===== src/rtl/processor_pkg.sv =====
// Shared processor definitions: opcodes, condition codes, instruction field layout,
// register-file size and the loader FSM state type (CLEAR only with LOADER_CLEAR_EN).
package processor_pkg;

    typedef enum logic [3:0] {
        OP_NOP        = 4'd0,
        OP_LOAD       = 4'd1,
        OP_STORE      = 4'd2,
        OP_BRANCH     = 4'd3,
        OP_XOR        = 4'd4,
        OP_ADD        = 4'd5,
        OP_ROTATE     = 4'd6,
        OP_SHIFT      = 4'd7,
        OP_HALT       = 4'd8,
        OP_COMPLEMENT = 4'd9,
        OP_ONESCOUNT  = 4'd10,
        OP_MULTIPLY   = 4'd11
    } opcode_e;

    localparam logic [3:0] CC_ALWAYS = 4'd0;
    localparam logic [3:0] CC_ZERO   = 4'd1;
    localparam logic [3:0] CC_NZERO  = 4'd2;
    localparam logic [3:0] CC_NEG    = 4'd3;
    localparam logic [3:0] CC_POS    = 4'd4;
    localparam logic [3:0] CC_CARRY  = 4'd5;
    localparam logic [3:0] CC_NCARRY = 4'd6;
    localparam logic [3:0] CC_OVF    = 4'd7;
    localparam logic [3:0] CC_MAX    = CC_OVF;

    localparam int OP_MSB   = 31;
    localparam int OP_LSB   = 28;
    localparam int MODE_MSB = 27;
    localparam int MODE_LSB = 24;
    localparam int SRC_MSB  = 23;
    localparam int SRC_LSB  = 12;
    localparam int DST_MSB  = 11;
    localparam int DST_LSB  = 0;

    localparam int MODE_SRC_IMM = 3;
    localparam int MODE_DST_IMM = 2;

    localparam int NUM_REGS = 5;

    typedef enum logic [2:0] {
        S_IDLE,
        S_ACCEPT,
        S_WRITE,
`ifdef LOADER_CLEAR_EN
        S_CLEAR,
`endif
        S_DONE
    } ld_state_e;

    function automatic logic is_reg_dst_op(logic [3:0] op);
        case (op)
            OP_LOAD, OP_XOR, OP_ADD, OP_ROTATE, OP_SHIFT, OP_COMPLEMENT: return 1'b1;
            default: return 1'b0;
        endcase
    endfunction

    function automatic logic is_reg_src_op(logic [3:0] op);
        case (op)
            OP_STORE, OP_XOR, OP_ADD, OP_COMPLEMENT: return 1'b1;
            default: return 1'b0;
        endcase
    endfunction

endpackage


===== src/rtl/program_loader_if.sv =====
// Instruction-field handshake, memory write port and session status of the loader.
interface program_loader_if;
    logic        start;
    logic        in_valid;
    logic        in_ready;
    logic [3:0]  in_opcode;
    logic [3:0]  in_mode;
    logic [11:0] in_src;
    logic [11:0] in_dst;
    logic        mem_we;
    logic [11:0] mem_addr;
    logic [31:0] mem_wdata;
    logic        busy;
    logic        done;
    logic        error;
    logic [11:0] word_count;

    modport master (
        output start, in_valid, in_opcode, in_mode, in_src, in_dst,
        input  in_ready, mem_we, mem_addr, mem_wdata, busy, done, error, word_count
    );

    modport slave (
        input  start, in_valid, in_opcode, in_mode, in_src, in_dst,
        output in_ready, mem_we, mem_addr, mem_wdata, busy, done, error, word_count
    );
endinterface


===== src/rtl/program_loader_instr_encoder.sv =====
// Combinational instruction packer: builds the 32-bit word and flags illegal field combos.
module instr_encoder
    import processor_pkg::*;
(
    input  logic [3:0]  opcode_i,
    input  logic [3:0]  mode_i,
    input  logic [11:0] src_i,
    input  logic [11:0] dst_i,
    output logic [31:0] word_o,
    output logic        invalid_o
);

    always_comb begin
        word_o    = '0;
        invalid_o = 1'b0;
        word_o[OP_MSB:OP_LSB]     = opcode_i;
        word_o[MODE_MSB:MODE_LSB] = mode_i;
        word_o[SRC_MSB:SRC_LSB]   = src_i;
        word_o[DST_MSB:DST_LSB]   = dst_i;
        // Only BRANCH uses the low mode bits (full condition code)
        if (opcode_i != OP_BRANCH)
            word_o[MODE_LSB+1:MODE_LSB] = 2'b00;
        case (opcode_i)
            OP_NOP, OP_HALT, OP_ONESCOUNT, OP_MULTIPLY: word_o[MODE_MSB:0] = '0;
            default: ;
        endcase

        if (opcode_i > OP_MULTIPLY)
            invalid_o = 1'b1;
        if (opcode_i == OP_BRANCH && mode_i > CC_MAX)
            invalid_o = 1'b1;
        if (is_reg_dst_op(opcode_i) && !mode_i[MODE_DST_IMM] && dst_i >= 12'(NUM_REGS))
            invalid_o = 1'b1;
        if (is_reg_src_op(opcode_i) && !mode_i[MODE_SRC_IMM] && src_i >= 12'(NUM_REGS))
            invalid_o = 1'b1;
    end

endmodule


===== src/rtl/program_loader.sv =====
// Program loader: accepts instruction fields, writes encoded words from BASE_ADDR upward.
// LOADER_CLEAR_EN adds a CLEAR phase zero-filling memory after HALT up to MAX_ADDR.
module program_loader
    import processor_pkg::*;
#(
    parameter int BASE_ADDR = 3,
    parameter int MAX_ADDR  = 4095
) (
    input  logic             clock,
    input  logic             reset,
    program_loader_if.slave  bus
);

    localparam logic [11:0] BASE = 12'(BASE_ADDR);
    localparam logic [11:0] MAX  = 12'(MAX_ADDR);

    ld_state_e   state_q, state_d;
    logic [11:0] addr_q, addr_d;
    logic [31:0] wdata_q, wdata_d;
    logic [11:0] wc_q, wc_d;
    logic        err_q, err_d;
    logic        halt_q, halt_d;
    logic        in_ready, mem_we, done;
    logic [31:0] enc_word;
    logic        enc_invalid;

    instr_encoder u_enc (
        .opcode_i  (bus.in_opcode),
        .mode_i    (bus.in_mode),
        .src_i     (bus.in_src),
        .dst_i     (bus.in_dst),
        .word_o    (enc_word),
        .invalid_o (enc_invalid)
    );

    always_ff @(posedge clock or posedge reset) begin
        if (reset) begin
            state_q <= S_IDLE;
            addr_q  <= '0;
            wdata_q <= '0;
            wc_q    <= '0;
            err_q   <= 1'b0;
            halt_q  <= 1'b0;
        end else begin
            state_q <= state_d;
            addr_q  <= addr_d;
            wdata_q <= wdata_d;
            wc_q    <= wc_d;
            err_q   <= err_d;
            halt_q  <= halt_d;
        end
    end

    always_comb begin
        state_d  = state_q;
        addr_d   = addr_q;
        wdata_d  = wdata_q;
        wc_d     = wc_q;
        err_d    = err_q;
        halt_d   = halt_q;
        in_ready = 1'b0;
        mem_we   = 1'b0;
        done     = 1'b0;
        case (state_q)
            S_IDLE: if (bus.start) begin
                state_d = S_ACCEPT;
                addr_d  = BASE;
                wc_d    = '0;
                err_d   = 1'b0;
            end
            S_ACCEPT: begin
                in_ready = 1'b1;
                if (bus.in_valid) begin
                    if (enc_invalid) begin
                        err_d   = 1'b1;
                        state_d = S_DONE;
                    end else begin
                        wdata_d = enc_word;
                        halt_d  = (bus.in_opcode == OP_HALT);
                        state_d = S_WRITE;
                    end
                end
            end
            S_WRITE: begin
                mem_we = 1'b1;
                wc_d   = wc_q + 12'd1;
                if (halt_q) begin
`ifdef LOADER_CLEAR_EN
                    if (addr_q == MAX) begin
                        state_d = S_DONE;
                    end else begin
                        addr_d  = addr_q + 12'd1;
                        wdata_d = '0;
                        state_d = S_CLEAR;
                    end
`else
                    state_d = S_DONE;
                    if (addr_q != MAX) addr_d = addr_q + 12'd1;
`endif
                end else if (addr_q == MAX) begin
                    // Out of memory: hold the address rather than wrap to 0
                    err_d   = 1'b1;
                    state_d = S_DONE;
                end else begin
                    addr_d  = addr_q + 12'd1;
                    state_d = S_ACCEPT;
                end
            end
`ifdef LOADER_CLEAR_EN
            S_CLEAR: begin
                mem_we = 1'b1;
                if (addr_q == MAX) state_d = S_DONE;
                else               addr_d  = addr_q + 12'd1;
            end
`endif
            S_DONE: begin
                done    = 1'b1;
                state_d = S_IDLE;
            end
            default: state_d = S_IDLE;
        endcase
    end

    assign bus.in_ready   = in_ready;
    assign bus.mem_we     = mem_we;
    assign bus.mem_addr   = addr_q;
    assign bus.mem_wdata  = wdata_q;
    assign bus.busy       = (state_q != S_IDLE);
    assign bus.done       = done;
    assign bus.error      = err_q;
    assign bus.word_count = wc_q;

endmodule


===== src/flat_wrapper.sv =====
// flat-port wrapper written by rule: the top's interface ports become plain ports
module program_loader_flat import processor_pkg::*;
#(
    parameter int BASE_ADDR = 3,
    parameter int MAX_ADDR  = 4095
)
  (clock, reset, bus_start, bus_in_valid, bus_in_opcode, bus_in_mode, bus_in_src, bus_in_dst, bus_in_ready, bus_mem_we, bus_mem_addr, bus_mem_wdata, bus_busy, bus_done, bus_error, bus_word_count);
  program_loader_if bus_i ();
  input  logic clock;
  input  logic reset;
  input wire logic [$bits(bus_i.start)-1:0] bus_start;
  input wire logic [$bits(bus_i.in_valid)-1:0] bus_in_valid;
  input wire logic [$bits(bus_i.in_opcode)-1:0] bus_in_opcode;
  input wire logic [$bits(bus_i.in_mode)-1:0] bus_in_mode;
  input wire logic [$bits(bus_i.in_src)-1:0] bus_in_src;
  input wire logic [$bits(bus_i.in_dst)-1:0] bus_in_dst;
  output wire logic [$bits(bus_i.in_ready)-1:0] bus_in_ready;
  output wire logic [$bits(bus_i.mem_we)-1:0] bus_mem_we;
  output wire logic [$bits(bus_i.mem_addr)-1:0] bus_mem_addr;
  output wire logic [$bits(bus_i.mem_wdata)-1:0] bus_mem_wdata;
  output wire logic [$bits(bus_i.busy)-1:0] bus_busy;
  output wire logic [$bits(bus_i.done)-1:0] bus_done;
  output wire logic [$bits(bus_i.error)-1:0] bus_error;
  output wire logic [$bits(bus_i.word_count)-1:0] bus_word_count;
  assign bus_i.start = bus_start;
  assign bus_i.in_valid = bus_in_valid;
  assign bus_i.in_opcode = bus_in_opcode;
  assign bus_i.in_mode = bus_in_mode;
  assign bus_i.in_src = bus_in_src;
  assign bus_i.in_dst = bus_in_dst;
  assign bus_in_ready = bus_i.in_ready;
  assign bus_mem_we = bus_i.mem_we;
  assign bus_mem_addr = bus_i.mem_addr;
  assign bus_mem_wdata = bus_i.mem_wdata;
  assign bus_busy = bus_i.busy;
  assign bus_done = bus_i.done;
  assign bus_error = bus_i.error;
  assign bus_word_count = bus_i.word_count;
  program_loader #(.BASE_ADDR(BASE_ADDR), .MAX_ADDR(MAX_ADDR)) u_core (.clock(clock), .reset(reset), .bus(bus_i));
endmodule

===== config.mk =====
export PLATFORM = sky130hd
export DESIGN_NAME = program_loader_flat
export DESIGN_NICKNAME = d
export VERILOG_FILES = /design/src/rtl/processor_pkg.sv /design/src/rtl/program_loader_if.sv /design/src/rtl/program_loader_instr_encoder.sv /design/src/rtl/program_loader.sv /design/src/flat_wrapper.sv
export SDC_FILE = /design/constraint.sdc
export NUM_CORES = 1
export LEC_CHECK = 0
export ABC_AREA = 1
export CAP_MARGIN = 20
export CORE_MARGIN = 3
export CORE_UTILIZATION = 49
export CTS_CLUSTER_DIAMETER = 120
export DETAILED_ROUTE_END_ITERATION = 12
export PLACE_DENSITY_LB_ADDON = 0.2
export SYNTH_ARGS = -nofsm -noshare
export SYNTH_HDL_FRONTEND = slang
export SYNTH_SLANG_ARGS = --single-unit

===== constraint.sdc =====
create_clock -name clock -period 3.1 [get_ports clock]
set_input_delay 0.465 -clock clock [delete_from_list [all_inputs] [get_ports clock]]
set_output_delay 0.465 -clock clock [all_outputs]
set_load 0.02 [all_outputs]

* Word level (Yosys, flattened, before mapping)
Index checks and enable logic that the tools add are counted.
Storage, ports and cells: register bits 61, input port bits 36, output and inout bits 61, word-level logic and storage cells 87
Operators by class: $add $sub $neg 2, order comparisons 4, equality and inequality tests 24, mux-type cells 30, bitwise gates (word level) 1, reductions and logical operators 20
Operators with widths (count):
- $mux 12 | 5
- $pmux 12 s2 | 2
- $mux 28 | 1
- $add 12x1->12 const B | 2
- $ge 12x3->1 const B | 2
- $eq 4x3->1 const B | 4
- $eq 4x4->1 const B | 4
- $mux 1 | 15
- $eq 12x12->1 const B | 1
- $ne 12x12->1 const B | 1
- $mux 3 | 3
- $pmux 3 s3 | 1
- $eq 4x2->1 const B | 2
- $reduce_or 4->1 | 2
- $eq 3x2->1 const B | 2
- $ne 2x2->1 const B | 3
- $reduce_and 6->1 | 1
- $reduce_bool 3->1 | 2
- $reduce_or 6->1 | 1
- $logic_and 1x1->1 | 5
- $eq 4x1->1 const B | 1
- $gt 4x3->1 const B | 1
- $gt 4x4->1 const B | 1
- $logic_not 4->1 | 1
- 14 further kinds | 18

* Logic depth before layout (Yosys ltp)
depth after elaboration 10, mapped depth 12, mapped depth without buffers 12

* Modules after synthesis
From an unflattened synthesis, not the netlist that was laid out.
Unflattened totals: cell total of the unflattened synthesis 481, area, all modules 3397.0 µm²
By module, submodules not included:
- program_loader | times used 1, cells each 367, area each 2902.8 µm², seq. area each 1501.4 µm²
- instr_encoder | times used 1, cells each 114, area each 494.2 µm², seq. area each 0.0 µm²

* Worst setup path before layout
No wires, ideal clock.
path type flip-flop to flip-flop, start point reg u_core.state_q[0], end point reg u_core.addr_q[0], in the netlist u_core.bus.mem_addr[0], library setup time 122 ps, data arrival time 1690 ps, required time 2978 ps, setup slack 1288 ps, cell stages (with the launch flop) 10, buffers on the path 1, clock period less this slack 1812 ps, cells stage by stage dfrtp_1 inv_1 ha_1 o21ai_2 inv_4 nand2_1 nand2_4 buf_6 o21ai_1 o21ai_2
Between the ends: longest elaborated chain between the ends 3, elaborated cells between the ends (all ways) 8, those cells by class 4 x eq/ne; 1 x mux; 3 x reduce/logical
RTL lines:
- from (decl) | RTL line program_loader.sv:17 | ld_state_e state_q, state_d;
- from (signal assigned) | RTL line program_loader.sv:45 | state_q <= state_d;
- $eq 3x2->1 or $logic_not 3->1 (tied branches) | RTL line program_loader.sv:64 | case (state_q)
- $ne 3x3->1 (no source line) (tied with other cells)
- $reduce_and 4->1 (no source line)
- to (signal assigned) | RTL line program_loader.sv:46 | addr_q <= addr_d;
- to (decl) | RTL line program_loader.sv:18 | logic [11:0] addr_q, addr_d;
Parallel ways exist; a longest one is shown, timed or not. A chain may end at the register's enable or synchronous reset.

* Worst setup path in the final report
start point reg u_core.state_q[0], end point out bus_mem_we
Between the ends: longest elaborated chain between the ends 2
RTL lines:
- $eq 3x2->1 | RTL line program_loader.sv:64
- $mux 1 | RTL line program_loader.sv:64
- to (decl) | RTL line flat_wrapper.sv:18 | output wire logic [$bits(bus_i.mem_we)-1:0] bus_mem_we;
Every way passes these cells.

==> flow_summary.json <==
{
  "outcome": "finished, final reports clean",
  "dominantRegCellSynth": "dfrtp_1",
  "clk_path_buf_depth": 2,
  "layout-drive-gt1-share": 0.0820,
  "grt_pass1_wl_um": 15200,
  "cts.sinks": 60,
  "yosysSeqAreaShare": 0.426,
  "start_util": 0.513,
  "netlist_instances": 474,
  "cts_max_level": 3,
  "hold_viol": 0,
  "finalSetupViolations": 0,
  "hold-path-cell-count": 2,
  "async_reset_ff_frac": 1.00,
  "synth.distinct_cells": 36,
  "crit_start": "u_core.state_q[0]",
  "cts_tree": "built",
  "rr_endpoint": "u_core.bus.mem_addr[10]",
  "vdd_drop_max_v": 0.000399,
  "crit_fanout": 13,
  "synth_area_mm2": 0.00352,
  "fin_nets": 611,
  "reg2reg_slack_ps": 710,
  "cts-resized-gates": 0,
  "fmax_ghz": 0.392,
  "postRouteAntennaNets": 0,
  "clock_latency_ps": 330,
  "fin_crit_ps": 2550,
  "n_antenna_cell": 0,
  "post_drt_wl_per_cell_um": 13.3,
  "synth_top_area_frac": 0.426,
  "p_leak_nw": 2.42,
  "worstPathCellList": "inv_1 > ha_1 > clkdlybuf4s50_1",
  "crit_type": "register to primary output",
  "synthTopCellsByArea": "dfrtp_1 (43%), nand2_1 (17%), nand4_1 (6.9%)",
  "end_kind": "primary output",
  "grt_max_degree": 38,
  "postLayoutCoreUtil": 0.693,
  "synth_nets": 517,
  "cts-buffers-inserted": 9,
  "slowest_stage": "clkdlybuf4s50_1",
  "tns_ps": 0,
  "min_from": "u_core.bus.error",
  "hpwl_um": 6290,
  "wirelength_um": 8890,
  "rows": 30,
  "dr.pass1.iters": 4,
  "fillers": 576,
  "overflow": 0,
  "relSlewSlack": 0.539,
  "syn_to_final_growth_pct": 35.1,
  "routabilityCongestion": 0.857,
  "antenna_found_initial": 0,
  "critPathArrivalTime_ps": 2090,
  "io_buffers": 96,
  "hold_buffers": 0,
  "cp-start-kind": "register",
  "yosysTopAreaCell": "dfrtp_1",
  "synth_edf_count": 0,
  "tightest_slew_ps": 690,
  "grt_pass1_vias": 3391,
  "yosys_warnings": 0,
  "whs_endpoint": "u_core.bus.error",
  "drt_iter0_drc": 205,
  "reg2reg_depth": 8,
  "powerDensity_mw_per_mm2": 831,
  "critPathMaxStageDelay_ps": 710,
  "core_area_mm2": 0.00687,
  "rsz0062_at_grt": "no",
  "maxCapViolCount": 0,
  "die_h_um": 90.8,
  "min_period_over_period": 0.823,
  "syn_area_per_cell_um2": 7.44,
  "cts_setup_buffers": 0,
  "die-area_mm2": 0.00825,
  "track_usage": 0.223,
  "worstPathRequired_ps": 2630,
  "finalMaxSlewViolations": 0,
  "clockRootBuffer": "clkbuf_8",
  "num_vias": 3466,
  "min_path_type": "register to register",
  "ys_ff_latch": 60,
  "r2r-start": "u_core.state_q[0]",
  "drc": 0,
  "finClkSkew_ps": 5.19,
  "fp.dieW_um": 90.8,
  "clkTransAtPathRegs_ps": 70,
  "io_pins": 97,
  "via_per_inst": 5.18
}
kinds of logic after synthesis:
logic type | Yosys count | synth area share
DFF | 60 | 0.426
AOI/OAI and AO/OA | 38 | 0.0671
and+or+nand+nor | 280 | 0.361
adders and majority gates | 7 | 0.0248
buffers and inverters | 85 | 0.111
xor gates and xnor gates | 4 | 0.00994
how the worst max path moves through the flow:
stage	to	slack, ps	cells past startpoint
after floorplan	u_core.bus.error	1150	1
after global placement	u_core.bus.mem_wdata[3]	630	9
final	bus_mem_we	550	3
after CTS	bus_mem_we	530	3
after detailed placement	u_core.bus.mem_wdata[9]	580	9
after global routing	bus_mem_we	440	3
critical path, delay by kind of cell, from the launching register on:
family	cells	cell delay, ps
buffers and inverters	2	840
adder cells (fa/ha/maj)	1	490
flip-flops	1	440
sequential cells by signal, indices dropped and copies added (netlist names):
signal / flops
u_core.state_q: 2
u_core.bus.mem_wdata: 32
u_core.bus.word_count: 12
u_core.halt_q: 1
u_core.bus.mem_addr: 12
u_core.bus.error: 1
Yosys cell counts, types with 2 or more instances:
library cell    n
nand2_1       157
inv_1          63
or2_0           3
nand2_4         2
xor2_1          4
buf_2          10
a21oi_1        11
nand4_1        39
nor2_1         39
buf_6           7
inv_2           2
o21ai_1         3
dfrtp_1        60
nor3_1          9
o21ai_0        12
o21ai_2         6
ha_1            7
nand3_2         2
nand3_1        19
a31o_2          2
nand2_2         2
report_power, final:
part	internal [mW]	switching (mW)	total (mW)	leakage (nW)
clock network	0.531	0.322	0.853	0.115
registers	1.03	0.193	1.22	0.787
logic	0.760	1.12	1.88	1.52
per-stage QoR:
step / total power, mW / cells / setup slack (ps) / cell area (µm²) / hold WS, ps
finish: 3.96 / 669 / 548 / 4760 / 476
global route: 4.21 / 669 / 437 / 4760 / 510
CTS: 3.97 / 669 / 528 / 4760 / 481
detailed placement: 3.11 / 653 / 577 / 4520 / 466
global placement: 3.07 / 653 / 628 / 4520 / 460
floorplan: 2.39 / 474 / 1150 / 3520 / 449
per-layer routing:
metal  part of all wire  GRT usage  vias to the layer above
met5                  0          0                        -
met4              0.015     0.0754                        0
met3              0.066     0.0633                       12
met2               0.50      0.383                      118
met1               0.42      0.269                     1634
li1                   -          -                     1702
layout by cell type, fill, tap and decap left out, types with 2 or more instances in the layout:
master	count
clkbuf_8	9
nand2_2	2
ha_1	7
a21oi_1	11
nor3_1	9
or2_0	3
nand2_1	157
dfrtp_1	60
a31o_2	2
clkdlybuf4s50_1	96
nand3_2	2
inv_1	62
inv_2	3
xor2_1	4
o21ai_2	6
o21ai_1	3
nand2_4	2
nand3_1	19
nand4_1	39
bufinv_16	3
clkinvlp_4	2
nor2_1	39
o21ai_0	12
clkinv_2	2
buf_4	5
layout make-up:
class | instances | area [µm²] | share of cell area
multi-input combinational | 329 | 1630 | 0.343
tap | 96 | 120 | 0.0252
sequential | 60 | 1500 | 0.315
clock buffer | 9 | 124 | 0.0260
timing repair buffer | 102 | 1020 | 0.214
clock inverter | 7 | 115 | 0.0242
inverter | 66 | 250 | 0.0525
(Power assumes the default switching activity.)
